### config.mk
export PLATFORM = sky130hd
export DESIGN_NAME = axi4_frame_writer
export DESIGN_NICKNAME = d
export VERILOG_FILES = /design/src/rtl/axi4_frame_writer.sv
export SDC_FILE = /design/constraint.sdc
export NUM_CORES = 1
export LEC_CHECK = 0
export BUFFER_PORTS_ARGS = -buffer_cell sky130_fd_sc_hd__buf_2
export CORE_ASPECT_RATIO = 0.75
export CORE_MARGIN = 3
export CORE_UTILIZATION = 53
export CTS_BUF_LIST = sky130_fd_sc_hd__clkbuf_16
export CTS_CLUSTER_SIZE = 10
export DETAILED_ROUTE_END_ITERATION = 10
export PLACE_DENSITY = 0.93
export SYNTH_ARGS = -nofsm -noshare
export SYNTH_HDL_FRONTEND = slang
export SYNTH_SLANG_ARGS = --single-unit
### constraint.sdc
create_clock -name clk_100Mhz -period 6.2 [get_ports clk_100Mhz]
set_clock_uncertainty 0.15 [all_clocks]
set_input_delay 1.24 -clock clk_100Mhz [delete_from_list [all_inputs] [get_ports clk_100Mhz]]
set_output_delay 1.24 -clock clk_100Mhz [all_outputs]
set_load 0.05 [all_outputs]
### src/rtl/axi4_frame_writer.sv
// axi4_frame_writer: drains 64-bit pixel words from an FWFT FIFO and writes
// them to DDR as 64-beat AXI4 INCR bursts, one frame = FRAME_BYTES bytes.
// Ports:
//   clk_100Mhz, rst (sync, active high), frame_start (1-cycle SOF pulse)
//   FRAME_BASE_ADDR          frame buffer base (512-aligned byte address)
//   fifo_dout/empty/prog_empty/rd_en   FWFT FIFO read side
//   AW*/W*/B*                AXI4 write address, data and response channels
//   frame_done               pulse when the last burst of a frame is acked
//   rd_base_addr             base of the last completed frame (for reader)
//   resp_err                 sticky error flag for any non-OKAY BRESP
//   state, ADDR_OFFSET       debug: FSM state and current burst offset
// Build option: define DOUBLE_BUFFER_EN to alternate the write base between
// FRAME_BASE_ADDR and FRAME_BASE_ADDR + FRAME_BYTES on every completed frame.
module axi4_frame_writer #(
   parameter int AXI_ADDR_WIDTH = 32,
   parameter int AXI_DATA_WIDTH = 64,
   parameter int BURST_BYTES    = 512,
   parameter int FRAME_BYTES    = 153600
) (
   input  logic                        clk_100Mhz,
   input  logic                        rst,
   input  logic                        frame_start,
   input  logic [AXI_ADDR_WIDTH-1:0]   FRAME_BASE_ADDR,
   input  logic [AXI_DATA_WIDTH-1:0]   fifo_dout,
   input  logic                        fifo_empty,
   input  logic                        fifo_prog_empty,
   output logic                        fifo_rd_en,
   output logic [AXI_ADDR_WIDTH-1:0]   AWADDR,
   output logic                        AWVALID,
   input  logic                        AWREADY,
   output logic [7:0]                  AWLEN,
   output logic [2:0]                  AWSIZE,
   output logic [1:0]                  AWBURST,
   output logic [3:0]                  AWCACHE,
   output logic [2:0]                  AWPROT,
   output logic [AXI_DATA_WIDTH-1:0]   WDATA,
   output logic [AXI_DATA_WIDTH/8-1:0] WSTRB,
   output logic                        WLAST,
   output logic                        WVALID,
   input  logic                        WREADY,
   input  logic                        BVALID,
   output logic                        BREADY,
   input  logic [1:0]                  BRESP,
   output logic                        frame_done,
   output logic [AXI_ADDR_WIDTH-1:0]   rd_base_addr,
   output logic                        resp_err,
   output logic [2:0]                  state,
   output logic [31:0]                 ADDR_OFFSET
);

   typedef enum logic [2:0] {
      WAIT_SOF   = 3'd0,
      IDLE       = 3'd1,
      ADDR_SEND  = 3'd2,
      DATA_WRITE = 3'd3,
      RESP_WAIT  = 3'd4,
      DONE       = 3'd5
   } state_t;

   localparam logic [31:0] BURST_INC = 32'(BURST_BYTES);
   localparam logic [31:0] FRAME_END = 32'(FRAME_BYTES);

   state_t                    fsm, fsm_nxt;
   logic [31:0]               offset, offset_nxt, offset_inc;
   logic [AXI_ADDR_WIDTH-1:0] awaddr_r, awaddr_nxt;
   logic [AXI_ADDR_WIDTH-1:0] rd_base_r, rd_base_nxt;
   logic [AXI_ADDR_WIDTH-1:0] base;
   logic                      awvalid_r, awvalid_nxt;
   logic                      pending, pending_nxt;
   logic                      done_r, done_nxt;
   logic                      err_r, err_nxt;
   logic [5:0]                beat, beat_nxt;
   logic                      w_hs, b_hs;

`ifdef DOUBLE_BUFFER_EN
   logic buf_sel, buf_sel_nxt;
   assign base = buf_sel ? FRAME_BASE_ADDR + AXI_ADDR_WIDTH'(FRAME_BYTES)
                         : FRAME_BASE_ADDR;
`else
   assign base = FRAME_BASE_ADDR;
`endif

   assign WVALID     = (fsm == DATA_WRITE) && !fifo_empty;
   assign WLAST      = (fsm == DATA_WRITE) && (beat == 6'd63);
   assign BREADY     = (fsm == RESP_WAIT);
   assign w_hs       = WVALID && WREADY;
   assign b_hs       = BREADY && BVALID;
   assign fifo_rd_en = w_hs;
   assign offset_inc = offset + BURST_INC;

   always_comb begin
      fsm_nxt     = fsm;
      offset_nxt  = offset;
      awaddr_nxt  = awaddr_r;
      awvalid_nxt = awvalid_r;
      rd_base_nxt = rd_base_r;
      pending_nxt = pending;
      beat_nxt    = beat;
      err_nxt     = err_r;
      done_nxt    = 1'b0;
`ifdef DOUBLE_BUFFER_EN
      buf_sel_nxt = buf_sel;
`endif
      unique case (fsm)
         WAIT_SOF, DONE: begin
            if (frame_start) begin
               offset_nxt = '0;
               fsm_nxt    = IDLE;
            end
         end
         IDLE: begin
            if (frame_start)
               offset_nxt = '0;
            if (!fifo_prog_empty) begin
               // A same-cycle frame_start restarts at offset 0 right away
               awaddr_nxt  = base + AXI_ADDR_WIDTH'(frame_start ? 32'd0 : offset);
               awvalid_nxt = 1'b1;
               fsm_nxt     = ADDR_SEND;
            end
         end
         ADDR_SEND: begin
            if (frame_start)
               pending_nxt = 1'b1;
            if (AWREADY) begin
               awvalid_nxt = 1'b0;
               beat_nxt    = '0;
               fsm_nxt     = DATA_WRITE;
            end
         end
         DATA_WRITE: begin
            if (frame_start)
               pending_nxt = 1'b1;
            if (w_hs) begin
               beat_nxt = beat + 6'd1;
               if (WLAST)
                  fsm_nxt = RESP_WAIT;
            end
         end
         RESP_WAIT: begin
            if (b_hs) begin
               if (BRESP != 2'b00)
                  err_nxt = 1'b1;
               pending_nxt = 1'b0;
               // A new frame began while this burst was in flight:
               // drop the truncated frame and restart at offset 0
               if (pending || frame_start) begin
                  offset_nxt = '0;
                  fsm_nxt    = IDLE;
               end else if (offset_inc == FRAME_END) begin
                  offset_nxt  = offset_inc;
                  done_nxt    = 1'b1;
                  rd_base_nxt = base;
`ifdef DOUBLE_BUFFER_EN
                  buf_sel_nxt = !buf_sel;
`endif
                  fsm_nxt     = DONE;
               end else begin
                  offset_nxt = offset_inc;
                  fsm_nxt    = IDLE;
               end
            end else if (frame_start) begin
               pending_nxt = 1'b1;
            end
         end
         default: fsm_nxt = WAIT_SOF;
      endcase
   end

   always_ff @(posedge clk_100Mhz) begin
      if (rst) begin
         fsm       <= WAIT_SOF;
         offset    <= '0;
         awaddr_r  <= '0;
         awvalid_r <= 1'b0;
         rd_base_r <= FRAME_BASE_ADDR;
         pending   <= 1'b0;
         beat      <= '0;
         err_r     <= 1'b0;
         done_r    <= 1'b0;
`ifdef DOUBLE_BUFFER_EN
         buf_sel   <= 1'b0;
`endif
      end else begin
         fsm       <= fsm_nxt;
         offset    <= offset_nxt;
         awaddr_r  <= awaddr_nxt;
         awvalid_r <= awvalid_nxt;
         rd_base_r <= rd_base_nxt;
         pending   <= pending_nxt;
         beat      <= beat_nxt;
         err_r     <= err_nxt;
         done_r    <= done_nxt;
`ifdef DOUBLE_BUFFER_EN
         buf_sel   <= buf_sel_nxt;
`endif
      end
   end

   assign AWADDR       = awaddr_r;
   assign AWVALID      = awvalid_r;
   assign AWLEN        = 8'd63;
   assign AWSIZE       = 3'b011;
   assign AWBURST      = 2'b01;
   assign AWCACHE      = 4'b0011;
   assign AWPROT       = 3'b000;
   assign WDATA        = fifo_dout;
   assign WSTRB        = '1;
   assign frame_done   = done_r;
   assign rd_base_addr = rd_base_r;
   assign resp_err     = err_r;
   assign state        = fsm;
   assign ADDR_OFFSET  = offset;

endmodule

# --- Word-level counts from Yosys, hierarchy flattened ---
# Cells that the tools add are included.
word_totals:
  input_bits: 106
  output_inout_bits: 198
  elab_cells: 83
  register_bits: 109
op_classes:
  reduce_logical: 26
  n_mux: 28
  bitwise: 3
  eq_ne: 14
  add_sub_neg: 3
op_table:
  columns: ["cell", "n"]
  rows:
  - ["$mux 32", 8]
  - ["$pmux 32 s2", 1]
  - ["$add 32x10->32 const B", 1]
  - ["$add 32x32->32", 1]
  - ["$eq 32x18->1 const B", 1]
  - ["$mux 3", 8]
  - ["$reduce_bool 2->1", 8]
  - ["$pmux 3 s5", 1]
  - ["$mux 6", 2]
  - ["$ne 2x2->1 const B", 6]
  - ["$pmux 6 s2", 1]
  - ["$reduce_and 3->1", 3]
  - ["$add 6x1->6 const B", 1]
  - ["$eq 3x2->1 const B", 2]
  - ["$eq 3x3->1 const B", 2]
  - ["$eq 6x6->1 const B", 1]
  - ["$reduce_and 6->1", 1]
  - ["$mux 1", 5]
  - ["$logic_and 1x1->1", 4]
  - ["$pmux 1 s2", 2]
  - ["$reduce_and 2->1", 2]
  - ["$reduce_and 4->1", 1]
  - ["$reduce_or 2->1", 2]
  - ["$reduce_or 4->1", 1]
  - ["other kinds (7)", 9]

# --- Depth between registers and ports, before layout ---
# Gate-level depths: netlist of the first run.
logic_depth:
  depth_word: 7
  ltp_mapped: 13
  ltp_nobuf: 11

# --- Worst setup path before layout of the first run ---
# Ideal clock, no wire load.
synth_timing:
  path_type: "input -> register"
  startpoint: "input port frame_start"
  endpoint: "register awaddr_r[19], in the netlist AWADDR[19]"
  arrival_ns: 3.889
  slack_ns: 2.039
  setup_time_ns: 0.122
  cell_stages: 12
  n_path_buf: 2
  t_required_ns: 5.928
  path_cell_list: "clkbuf_1 clkbuf_1 nor2b_1 ha_1 a21oi_1 nand4b_1 a2111oi_0 o31ai_1 a211o_1 nand2_1 mux2_2 a311o_1"
synth_via:
  elab_chain_len: 2
synth_lines:
  columns: ["element", "line_no", "text"]
  rows:
  - ["from (decl)", "22", "input logic frame_start,"]
  - ["$mux 32", null, null]
  - ["$add 32x32->32", "116", "awaddr_nxt = base + AXI_ADDR_WIDTH'(frame_start ? 32'd0 : offset);"]
  - ["to (signal assigned)", "186", "awaddr_r <= awaddr_nxt;"]
  - ["to (decl)", "65", "logic [AXI_ADDR_WIDTH-1:0] awaddr_r, awaddr_nxt;"]
# Every way passes these cells.
# A chain may end at the register's enable or synchronous reset.

# --- Worst setup path in the final report of the first run ---
layout_timing:
  startpoint: "input port frame_start"
  endpoint: "register awaddr_r[22], in the netlist AWADDR[22]"
# Same word-level chain as after synthesis.

==> results of run 1 <==
-- sequential cells by signal (all words and copies together), names as in the netlist --
| signal | cells |
|---|---|
| AWADDR | 32 |
| pending | 1 |
| state | 3 |
| AWVALID | 1 |
| frame_done | 1 |
| beat | 6 |
| resp_err | 1 |
| rd_base_addr | 32 |
| ADDR_OFFSET | 32 |
-- tightest hold or removal path, stage by stage, from the launching register on --
cell and delay, ps:
dfxtp_1 310, nand2_1 50, a21oi_1 50
-- final timing paths --
kind                          startpoint                         end  slack [ps]  cells after the start
min               AWADDR[3]$_SDFFE_PP0P_      AWADDR[3]$_SDFFE_PP0P_         300                      2
max                          frame_start     AWADDR[22]$_SDFFE_PP0P_        1920                     12
max reg2reg  ADDR_OFFSET[9]$_SDFFE_PP0P_  rd_base_addr[13]$_DFFE_PP_        2390                      9
min reg2reg       AWADDR[3]$_SDFFE_PP0P_      AWADDR[3]$_SDFFE_PP0P_         300                      2
-- final cells by class --
type | instances | area (µm²) | share of cell area, %
repair buffers | 151 | 766 | 10.0
inverters | 12 | 45.0 | 0.588
well taps | 171 | 214 | 2.79
clock inverters | 7 | 50.0 | 0.653
multi-input cells | 630 | 3860 | 50.4
clock buffers | 9 | 225 | 2.94
flip-flops and latches | 109 | 2500 | 32.7
-- per-layer routing --
metal / vias up / part of all wire [%]
li1: 3040 / -
met1: 2950 / 45
met2: 379 / 40
met3: 36 / 13
met4: 4 / 2.0
met5: - / 0.18
-- synthesized netlist by cell type (10+ instances only) --
master and instances:
clkbuf_1 28, buf_2 10, nand4_1 10, buf_4 93
o21ai_0 34, xor2_1 15, ha_1 33, and3_1 14
xnor2_1 22, nor3_1 25, nand3_1 22, edfxtp_1 32
nor2b_1 34, a21o_1 13, a21oi_1 80, inv_1 12
nor2_1 70, and2_1 11, dfxtp_1 77, nand2_1 89
-- stage by stage --
step           hold WS, ps  total power, mW  area, µm²  utilization [%]
6_report               298             1.98       7660             58.4
5_1_grt                329             2.07       7660             58.4
4_1_cts                302             1.99       7660             58.4
3_5_place_dp           291             1.45       7380             56.3
3_3_place_gp           286             1.44       7380             56.3
2_1_floorplan          310             1.44       7260                -
-- logic make-up (layout without fill, tap and decap cells) --
kind of cell               count (synthesis)  count (layout)  share of synthesized area [%]
xor gates and xnor gates                  37              37                           4.53
buffers and inverters                    145             179                           12.7
DFF                                      109             109                           35.0
and+or+nand+nor                          332             332                           23.6
other                                      2              28                          0.105
AOI/OAI and AO/OA                        195             195                           17.5
adders and majority gates                 34              34                           6.05
muxes                                      4               4                          0.612
-- power by group --
part	internal [mW]	total (mW)	switching, mW
Clock	0.275	0.540	0.265
Combinational	0.140	0.590	0.449
Sequential	0.795	0.850	0.0550
==> metrics, run 1 <==
CTS tree yes; worst-margin pin slew 1140 ps; post-place setup slack 1680 ps; # rows 36; peak supply drop 0.000210 V; DR vias/cell between 5 and 6; synth unique cells 65; crit path capture type flip-flop; placed cells 1073; Nets 1053; initial antenna violation count 2; Synth Instances 858; die area between 10000 and 15000 µm²; die height 107 µm; asr flop ratio synth 0%; layout cells sized above 1 20.7%; Total Routed Length 19400 µm; CTS clk-pin slew, worst paths 70 ps; ant diodes 0; EDFF count, synth 32; clock tree sinks 109; via count about 6.4k; Slowest-stage cell, CP o31ai_1; post-route insts no fill between 1k and 1.5k; Slew HR 23.7%; H-tree levels 3; clock buffer count from CTS 9; WL per Instance approximately 18 µm; Final Wtd Congestion between 0.9 and 1; Total Routing Usage GR between 20% and 30%; IO Pins 304; CP Max Fanout 38; setup_tns 0 ps; met3 Usage GRT roughly 8.2%; Hold/Removal Path Class flip-flop to flip-flop; unrepaired setup endpoints after global routing false; sequential-to-total area share from yosys stat 35.0%; Synth-to-Final Area Change 7.01%; grt met1 use 37.2%; Seq cells post-synth about 110; post-synth top area share 21.5%; mean area per synthesized cell 8.34 µm²; Antenna Violating Nets Remaining 0; post-CTS setup buffer count 0; Final WS setup around 1900 ps; dpl hpwl 14900 µm; WP buf/inv 1; vias in the first global route 5804; M2 GR Usage 34.3%; Fillers 1198; Max Cap Viol 0; Initial Util 54.6%; most frequent cells in the layout buf_2, nand2_1, a21oi_1, dfxtp_1, nor2_1; port buffer count ~150; Post-CTS Hold Buffers 0; Die W 140 µm; Setup Viol. Count Final 0; clock root cell clkbuf_16; commonest non-fill, non-tap cell in the layout buf_2; Top Usage Layer GRT met1; period utilisation layout 69.1%; min Tclk post-route 4280 ps; CTS max path bufs 2; FMAX 0.233 GHz; pin count of the biggest net entering global routing 65; Worst EP required 6290 ps; post-cts sizing count 0; TritonRoute pass-1 iters 6; arrival time at the worst endpoint 4380 ps; cell area power density 258 nW/µm²; Post-synth top flop dfxtp_1; Critical Path Max Stage Delay 530 ps; DRC 0; Top Family by Delay on Critical Path compound AO/OA/AOI/OAI gates; Post-Syn Area 7160 µm²; worst-path cell chain buf_2 > nor2b_1 > ha_1 > fa_1 > a21oi_1 > nand4b_1 > a2111oi_2 > o31ai_1 > o21ai_2 > nand3_1 > a2111oi_0 > a311o_1; wire length of the first global-routing pass roughly 30000 µm; status complete, no violations; Yosys top cell by area dfxtp_1; Fin. Hold Viols 0; Yosys warning count 0; DRT iter0 DRCs 645; crit start category primary input; largest cells by area after synthesis dfxtp_1, edfxtp_1, buf_4; max-slew violations 0; leakage power ~3.4 nW; Core Region 13100 µm²; WS Path Type primary input to flip-flop; total gr overflow 0; Clock Latency Late Sink 350 ps
No activity file was read; power rests on OpenSTA's default activity.
==> run 2, diff against run 1 <==
--- a/config.mk
+++ b/config.mk
@@ -8,11 +8,11 @@
 export BUFFER_PORTS_ARGS = -buffer_cell sky130_fd_sc_hd__buf_2
 export CORE_ASPECT_RATIO = 0.75
 export CORE_MARGIN = 3
-export CORE_UTILIZATION = 53
+export CORE_UTILIZATION = 49
 export CTS_BUF_LIST = sky130_fd_sc_hd__clkbuf_16
 export CTS_CLUSTER_SIZE = 10
 export DETAILED_ROUTE_END_ITERATION = 10
-export PLACE_DENSITY = 0.93
+export PLACE_DENSITY = 0.88
 export SYNTH_ARGS = -nofsm -noshare
 export SYNTH_HDL_FRONTEND = slang
 export SYNTH_SLANG_ARGS = --single-unit
==> constraint.sdc (replaced) <==
create_clock -name clk_100Mhz -period 3.97 [get_ports clk_100Mhz]
set_clock_uncertainty 0.15 [all_clocks]
set_input_delay 0.794 -clock clk_100Mhz [delete_from_list [all_inputs] [get_ports clk_100Mhz]]
set_output_delay 0.794 -clock clk_100Mhz [all_outputs]
set_load 0.05 [all_outputs]
==> run 2 against run 1 <==
Against the previous run: core utilization fell by 2.4 points; non-clock buffer count up 8; register-to-register slack worse by 1900 ps; cell count up 3.0%; via count is 0.48% higher; largest cell class unchanged; count of clock-buffer cells in the layout grew 2; cell area up 2.2%; flip-flop and latch count did not move; power is 66% higher; global-route usage fell by 1.4 points; critical path type unchanged; critical path depth stayed put.
==> metrics, run 2 (same netlist as run 1, synthesis figures left out) <==
die area 16100 µm² (was 15000 µm²); die height 111 µm (was 107 µm); worst-margin pin slew 1130 ps (was 1140 ps); HP Start AWVALID$_SDFFE_PP0P_ (was AWADDR[3]$_SDFFE_PP0P_); commonest non-fill, non-tap cell in the layout buf_2 (unchanged); DRT iter0 DRCs 713 (was 645); setup_tns 0 ps (unchanged); vias in the first global route 5755 (was 5804); FF-to-FF path depth 9 (unchanged); CTS tree yes (unchanged); Antenna Violating Nets Remaining 0 (unchanged); crit start category primary input (unchanged); crit path to AWADDR[26]$_SDFFE_PP0P_ (was AWADDR[22]$_SDFFE_PP0P_); TritonRoute pass-1 iters 6 (unchanged); max-slew violations 0 (unchanged); port buffer count 147 (unchanged); Synth-to-Final Area Change 9.39% (was 7.01%); worst-path cell chain buf_2 > nor2b_1 > ha_1 > fa_1 > a21oi_1 > nand4b_1 > a2111oi_2 > o31ai_1 > o21ai_0 > nand3b_1 > a21boi_0 > o22ai_1 (was buf_2 > nor2b_1 > ha_1 > fa_1 > a21oi_1 > nand4b_1 > a2111oi_2 > o31ai_1 > o21ai_2 > nand3_1 > a2111oi_0 > a311o_1); smallest hold slack 301 ps (was 298 ps); WS Path Type primary input to flip-flop (unchanged); WL per Instance 17.7 µm (was 17.8 µm); Fin. Hold Viols 0 (unchanged); peak supply drop 0.000219 V (was 0.000210 V); initial antenna violation count 1 (was 2); clock tree sinks 109 (unchanged); Post-CTS Hold Buffers 0 (unchanged); clock buffer count from CTS 9 (unchanged); Total Routed Length 19800 µm (was 19400 µm); Hold Path Depth 2 (unchanged); r2r startpoint ADDR_OFFSET[9]$_SDFFE_PP0P_ (unchanged); Hold/Removal Path Class flip-flop to flip-flop (unchanged); Reg2Reg Capture Point rd_base_addr[12]$_DFFE_PP_ (was rd_base_addr[13]$_DFFE_PP_); Critical Path Max Stage Delay 480 ps (was 530 ps); WP buf/inv 1 (unchanged); post-CTS setup buffer count 0 (unchanged); DRC 0 (unchanged); Slew HR 24.6% (was 23.7%); R2R Setup Slk 540 ps (was 2390 ps); Initial Util 51.2% (was 54.6%); FMAX between 0.2 and 0.3 GHz; CP Max Fanout 23 (was 38); Clock Latency Late Sink 350 ps (about the same); Max Cap Viol 0 (unchanged); arrival time at the worst endpoint 3680 ps (was 4380 ps); Top Family by Delay on Critical Path compound AO/OA/AOI/OAI gates (unchanged); cell area power density 419 nW/µm² (was 258 nW/µm²); unrepaired setup endpoints after global routing false (unchanged); H-tree levels 3 (unchanged); Worst EP required 4030 ps (was 6290 ps); CTS clk-pin slew, worst paths 70 ps (about the same); post-cts sizing count 0 (unchanged); min Tclk post-route 3620 ps; dpl hpwl 15400 µm (was 14900 µm); placed cells 1105 (was 1073); Final Wtd Congestion 0.958 (was 0.971); Nets 1061 (was 1053); pin count of the biggest net entering global routing 65 (unchanged); clock root cell clkbuf_16 (unchanged); Critical Path Stages 12 (unchanged); via count 6440 (was 6409); total gr overflow 0 (unchanged); Slowest-stage cell, CP o31ai_1 (unchanged); status complete, no violations (unchanged); Fillers 1321 (was 1198); Total Routing Usage GR 23.6% (was 25.0%); Core Region 14000 µm² (was 13100 µm²); Setup Viol. Count Final 0 (unchanged); IO Pins 304 (unchanged); CTS max path bufs 2 (unchanged); DR vias/cell 5.74 (was 5.89); Die W 146 µm (was 140 µm); period utilisation layout 91.2%; wire length of the first global-routing pass 31200 µm (was 30200 µm); crit path from frame_start (unchanged); leakage power 3.45 nW (was 3.38 nW); crit path capture type flip-flop (unchanged); most frequent cells in the layout buf_2, nand2_1, a21oi_1, dfxtp_1, nor2_1 (unchanged); # rows 37 (was 36); layout cells sized above 1 21.4% (was 20.7%); post-route insts no fill 1122 (was 1089)
run 2: worst min path at each step:
stage,endpoint
3_3_place_gp,AWADDR[6]$_SDFFE_PP0P_
6_report,AWVALID$_SDFFE_PP0P_
2_1_floorplan,beat[1]$_SDFFE_PP0P_
5_1_grt,AWADDR[23]$_SDFFE_PP0P_
4_1_cts,AWADDR[25]$_SDFFE_PP0P_
3_5_place_dp,AWADDR[30]$_SDFFE_PP0P_
run 2: metal layers:
metal / up-vias / global-route usage, % / share of wire [%] / routed length, µm
met1: 2991 / 34.5 / 45 / 8820
li1: 3051 / - / - / -
met3: 20 / 7.85 / 12 / 2430
met5: - / 0 / 0 / 0
met2: 378 / 33.4 / 42 / 8290
met4: 0 / 5.88 / 1.4 / 276
run 2: tightest hold or removal path: stages (launching register included):
cell and delay [ps]:
dfxtp_1 310, nand2_1 50, a21oi_1 50
run 2: per-stage QoR:
| step | power [mW] | utilization, % | area [µm²] | worst slack (ps) |
|---|---|---|---|---|
| after floorplan | 2.24 | - | 7260 | 255 |
| after global placement | 2.26 | 53.5 | 7480 | 163 |
| after detailed placement | 2.29 | 53.5 | 7480 | 67.8 |
| after CTS | 3.29 | 56.0 | 7830 | 363 |
| after global routing | 3.40 | 56.0 | 7830 | 95.1 |
| final | 3.28 | 56.0 | 7830 | 351 |
run 2: final cells by class:
| cell class | count | area [µm²] | area share, % |
|---|---|---|---|
| diodes | 1 | 2.50 | 0.0320 |
| inverters | 12 | 45.0 | 0.575 |
| clock inverters | 5 | 70.1 | 0.895 |
| well taps | 195 | 244 | 3.12 |
| clock buffers | 11 | 275 | 3.52 |
| multi-input cells | 630 | 3850 | 49.2 |
| repair buffers | 159 | 838 | 10.7 |
| flip-flops and latches | 109 | 2500 | 32.0 |
run 2: power breakdown:
part	internal, mW	switching (mW)	leakage (nW)
Clock	0.579	0.432	0.170
Sequential	1.24	0.0615	0.936
Combinational	0.230	0.735	2.35
Total	2.05	1.23	3.45
==> run 3, diff against run 2 <==
--- a/config.mk
+++ b/config.mk
@@ -5,10 +5,11 @@
 export SDC_FILE = /design/constraint.sdc
 export NUM_CORES = 1
 export LEC_CHECK = 0
+export ABC_AREA = 1
 export BUFFER_PORTS_ARGS = -buffer_cell sky130_fd_sc_hd__buf_2
 export CORE_ASPECT_RATIO = 0.75
 export CORE_MARGIN = 3
-export CORE_UTILIZATION = 49
+export CORE_UTILIZATION = 50
 export CTS_BUF_LIST = sky130_fd_sc_hd__clkbuf_16
 export CTS_CLUSTER_SIZE = 10
 export DETAILED_ROUTE_END_ITERATION = 10
==> run 3 against run 2 <==
Against the previous run: cell area grew 4.0%; critical path depth grew 4; core utilization is essentially flat; sequential power grew 18%; combinational power grew 150%; non-clock buffer count shrank 3; power grew 49%; highest routed layer unchanged.
==> metrics, run 3 <==
status complete, no violations (unchanged); Synth-to-Final Area Change 8.68% (was 9.39%); post-route insts no fill 1341 (was 1122); Final Wtd Congestion 1.01 (was 0.958); # rows 38 (was 37); synth unique cells 47 (was 65); TritonRoute pass-1 iters 6 (unchanged); WS Path Type primary input to flip-flop (unchanged); Combinational Power Share 49.5% (was 29.4%); Initial Util 51.5% (was 51.2%); clock buffer count from CTS 9 (unchanged); Die W 147 µm (was 146 µm); leakage power 3.98 nW (was 3.45 nW); setup_tns 0 ps (unchanged); post-cts sizing count 0 (unchanged); worst-path cell chain buf_2 > nor2_1 > ha_1 > fa_1 > nand3_1 > nand2_2 > a21boi_2 > o21ai_0 > nand2_1 > nand2_1 > nand2_1 > nand2_1 > nand2_1 > nand2_1 > o21ai_0 > inv_1 (was buf_2 > nor2b_1 > ha_1 > fa_1 > a21oi_1 > nand4b_1 > a2111oi_2 > o31ai_1 > o21ai_0 > nand3b_1 > a21boi_0 > o22ai_1); Fin. Hold Viols 0 (unchanged); clock root cell clkbuf_16 (unchanged); Seq cells post-synth 109 (unchanged); Placed Area 7850 µm² (was 7480 µm²); Post-CTS Hold Buffers 0 (unchanged); DRT iter0 DRCs 719 (was 713); dpl hpwl 16900 µm (was 15400 µm); post-place setup slack 458 ps (was 67.8 ps); Finished Cell Area 8150 µm² (was 7830 µm²); WL per Instance 15.8 µm (was 17.7 µm); period utilisation layout 81.1% (was 91.2%); H-tree levels 3 (unchanged); Post-synth top flop dfxtp_1 (unchanged); pin count of the biggest net entering global routing 52 (was 65); Core Region 14500 µm² (was 14000 µm²); compound-gate portion of the synthesized area 14.4% (was 17.5%); Total Routed Length 21300 µm (was 19800 µm); Sw Share 50.7% (was 37.5%); most frequent cells in the layout nand2_1, nor2_1, buf_2, inv_1, dfxtp_1 (was buf_2, nand2_1, a21oi_1, dfxtp_1, nor2_1); Total Routing Usage GR 25.0% (was 23.6%); unrepaired setup endpoints after global routing false (unchanged); Max Cap Viol 0 (unchanged); Post-Syn Area 7500 µm² (was 7160 µm²); post-synthesis simple-gate area fraction 26.2% (was 23.6%); wire length of the first global-routing pass 33400 µm (was 31200 µm); Slew HR 57.6% (was 24.6%); peak supply drop 0.000434 V (was 0.000219 V); Sequential Power Share 31.7% (was 39.7%); die height 112 µm (was 111 µm); sequential-to-total area share from yosys stat 33.4% (was 35.0%); layout cells sized above 1 17.4% (was 21.4%); CTS max path bufs 2 (unchanged); FMAX 0.311 GHz (was 0.276 GHz); worst-margin pin slew 634 ps (was 1130 ps); IO Pins 304 (unchanged); post-synth top area share 20.6% (was 21.5%); CTS clk-pin slew, worst paths 80 ps (was 70 ps); crit path from frame_start (unchanged); placed cells 1325 (was 1105); port buffer count 147 (unchanged); top cells by count, synth nand2_1, nor2_1, inv_1 (was buf_4, nand2_1, a21oi_1); max-slew violations 0 (unchanged); Clk network pwr share 18.8% (was 30.8%); most used cell, CP nand2_1; min Tclk post-route 3220 ps (was 3620 ps); cell area power density 598 nW/µm² (was 419 nW/µm²); CP Max Fanout 29 (was 23); Hold/Removal Path Class flip-flop to flip-flop (unchanged); asr flop ratio synth 0% (unchanged); adder-cell share of the synthesized area 5.78% (was 6.05%); commonest non-fill, non-tap cell in the layout nand2_1 (was buf_2); post-CTS setup buffer count 0 (unchanged); Worst EP required 4080 ps (was 4030 ps); EDFF count, synth 32 (unchanged); r2r startpoint ADDR_OFFSET[10]$_SDFFE_PP0P_ (was ADDR_OFFSET[9]$_SDFFE_PP0P_); Clock Latency Late Sink 360 ps (was 350 ps); clock tree sinks 109 (unchanged); Final WS setup 751 ps (was 351 ps); Critical Path Max Stage Delay 450 ps (was 480 ps); vias in the first global route 6596 (was 5755); smallest hold slack 323 ps (was 301 ps); total gr overflow 0 (unchanged); die area 16500 µm² (was 16100 µm²); Antenna Violating Nets Remaining 0 (unchanged); arrival time at the worst endpoint 3330 ps (was 3680 ps); Yosys warning count 0 (unchanged); Slowest-stage cell, CP buf_2 (was o31ai_1); Final Util 56.0% (about the same); crit path capture type flip-flop (unchanged); DRC 0 (unchanged); largest family of logic cells by synthesized area simple AND/OR/NAND/NOR gates (unchanged); total power 4.87 mW (was 3.28 mW); initial antenna violation count 0 (was 1); mean area per synthesized cell 7.06 µm² (was 8.34 µm²); mux cell area share after synthesis 0% (was 0.612%); CTS tree yes (unchanged); internal cell power 2.40 mW (was 2.05 mW); Synth Instances 1061 (was 858); net switching power figure 2.47 mW (was 1.23 mW); DR vias/cell 5.38 (was 5.74); via count 7221 (was 6440); HP Start resp_err$_SDFFE_PP0P_ (was AWVALID$_SDFFE_PP0P_); ant diodes 0 (was 1); Setup Viol. Count Final 0 (unchanged); most common cell in the synthesized netlist nand2_1 (was buf_4); largest cells by area after synthesis dfxtp_1, edfxtp_1, nand2_1 (was dfxtp_1, edfxtp_1, buf_4); Nets 1276 (was 1061); crit start category primary input (unchanged); Yosys top cell by area dfxtp_1 (unchanged); XOR/XNOR share of the synthesized area 3.39% (was 4.53%)
## run 3: power by group through the flow
stage | registers [mW] | logic, mW | clock network, mW
final | 1.54 | 2.41 | 0.915
after detailed placement | 1.56 | 2.38 | 0
after floorplan | 2.20 | 1.37 | 0
after global routing | 1.57 | 2.61 | 0.971
after global placement | 1.56 | 2.37 | 0
after CTS | 1.54 | 2.39 | 0.936
## run 3: final timing paths
kind / endpoint / slack, ps / cells after the start
worst min register to register: resp_err$_SDFFE_PP0P_ / 320 / 2
worst max register to register: rd_base_addr[11]$_DFFE_PP_ / 1020 / 12
worst max-delay path: AWADDR[28]$_SDFFE_PP0P_ / 750 / 16
worst min-delay path: resp_err$_SDFFE_PP0P_ / 320 / 2
## run 3: metal layers
layer  GRT usage (%)  share of wire, %
met5               0                 0
met4            7.82               2.4
met3            7.38                11
met2            37.5                42
met1            34.9                44
## run 3: worst max-delay path, delay by kind of cell
kind            cells  cell delay, ps
fa+ha+maj           2             650
buf+inv             2             500
compound gates      3             590
simple gates        9             790
## run 3: layout make-up
class	count	area (µm²)
Inverter	122	458
Clock inverter	7	72.6
Fill cell	1400	6400
Tap cell	200	250
Sequential cell	109	2500
Timing Repair Buffer	156	803
Multi-Input combinational cell	738	3830
Clock buffer	9	225
## run 3: cell families after synthesis
group	Yosys count
compound gates	185
xor+xnor	29
fa+ha+maj	34
buf+inv	240
flops	109
other cells	2
simple gates	462
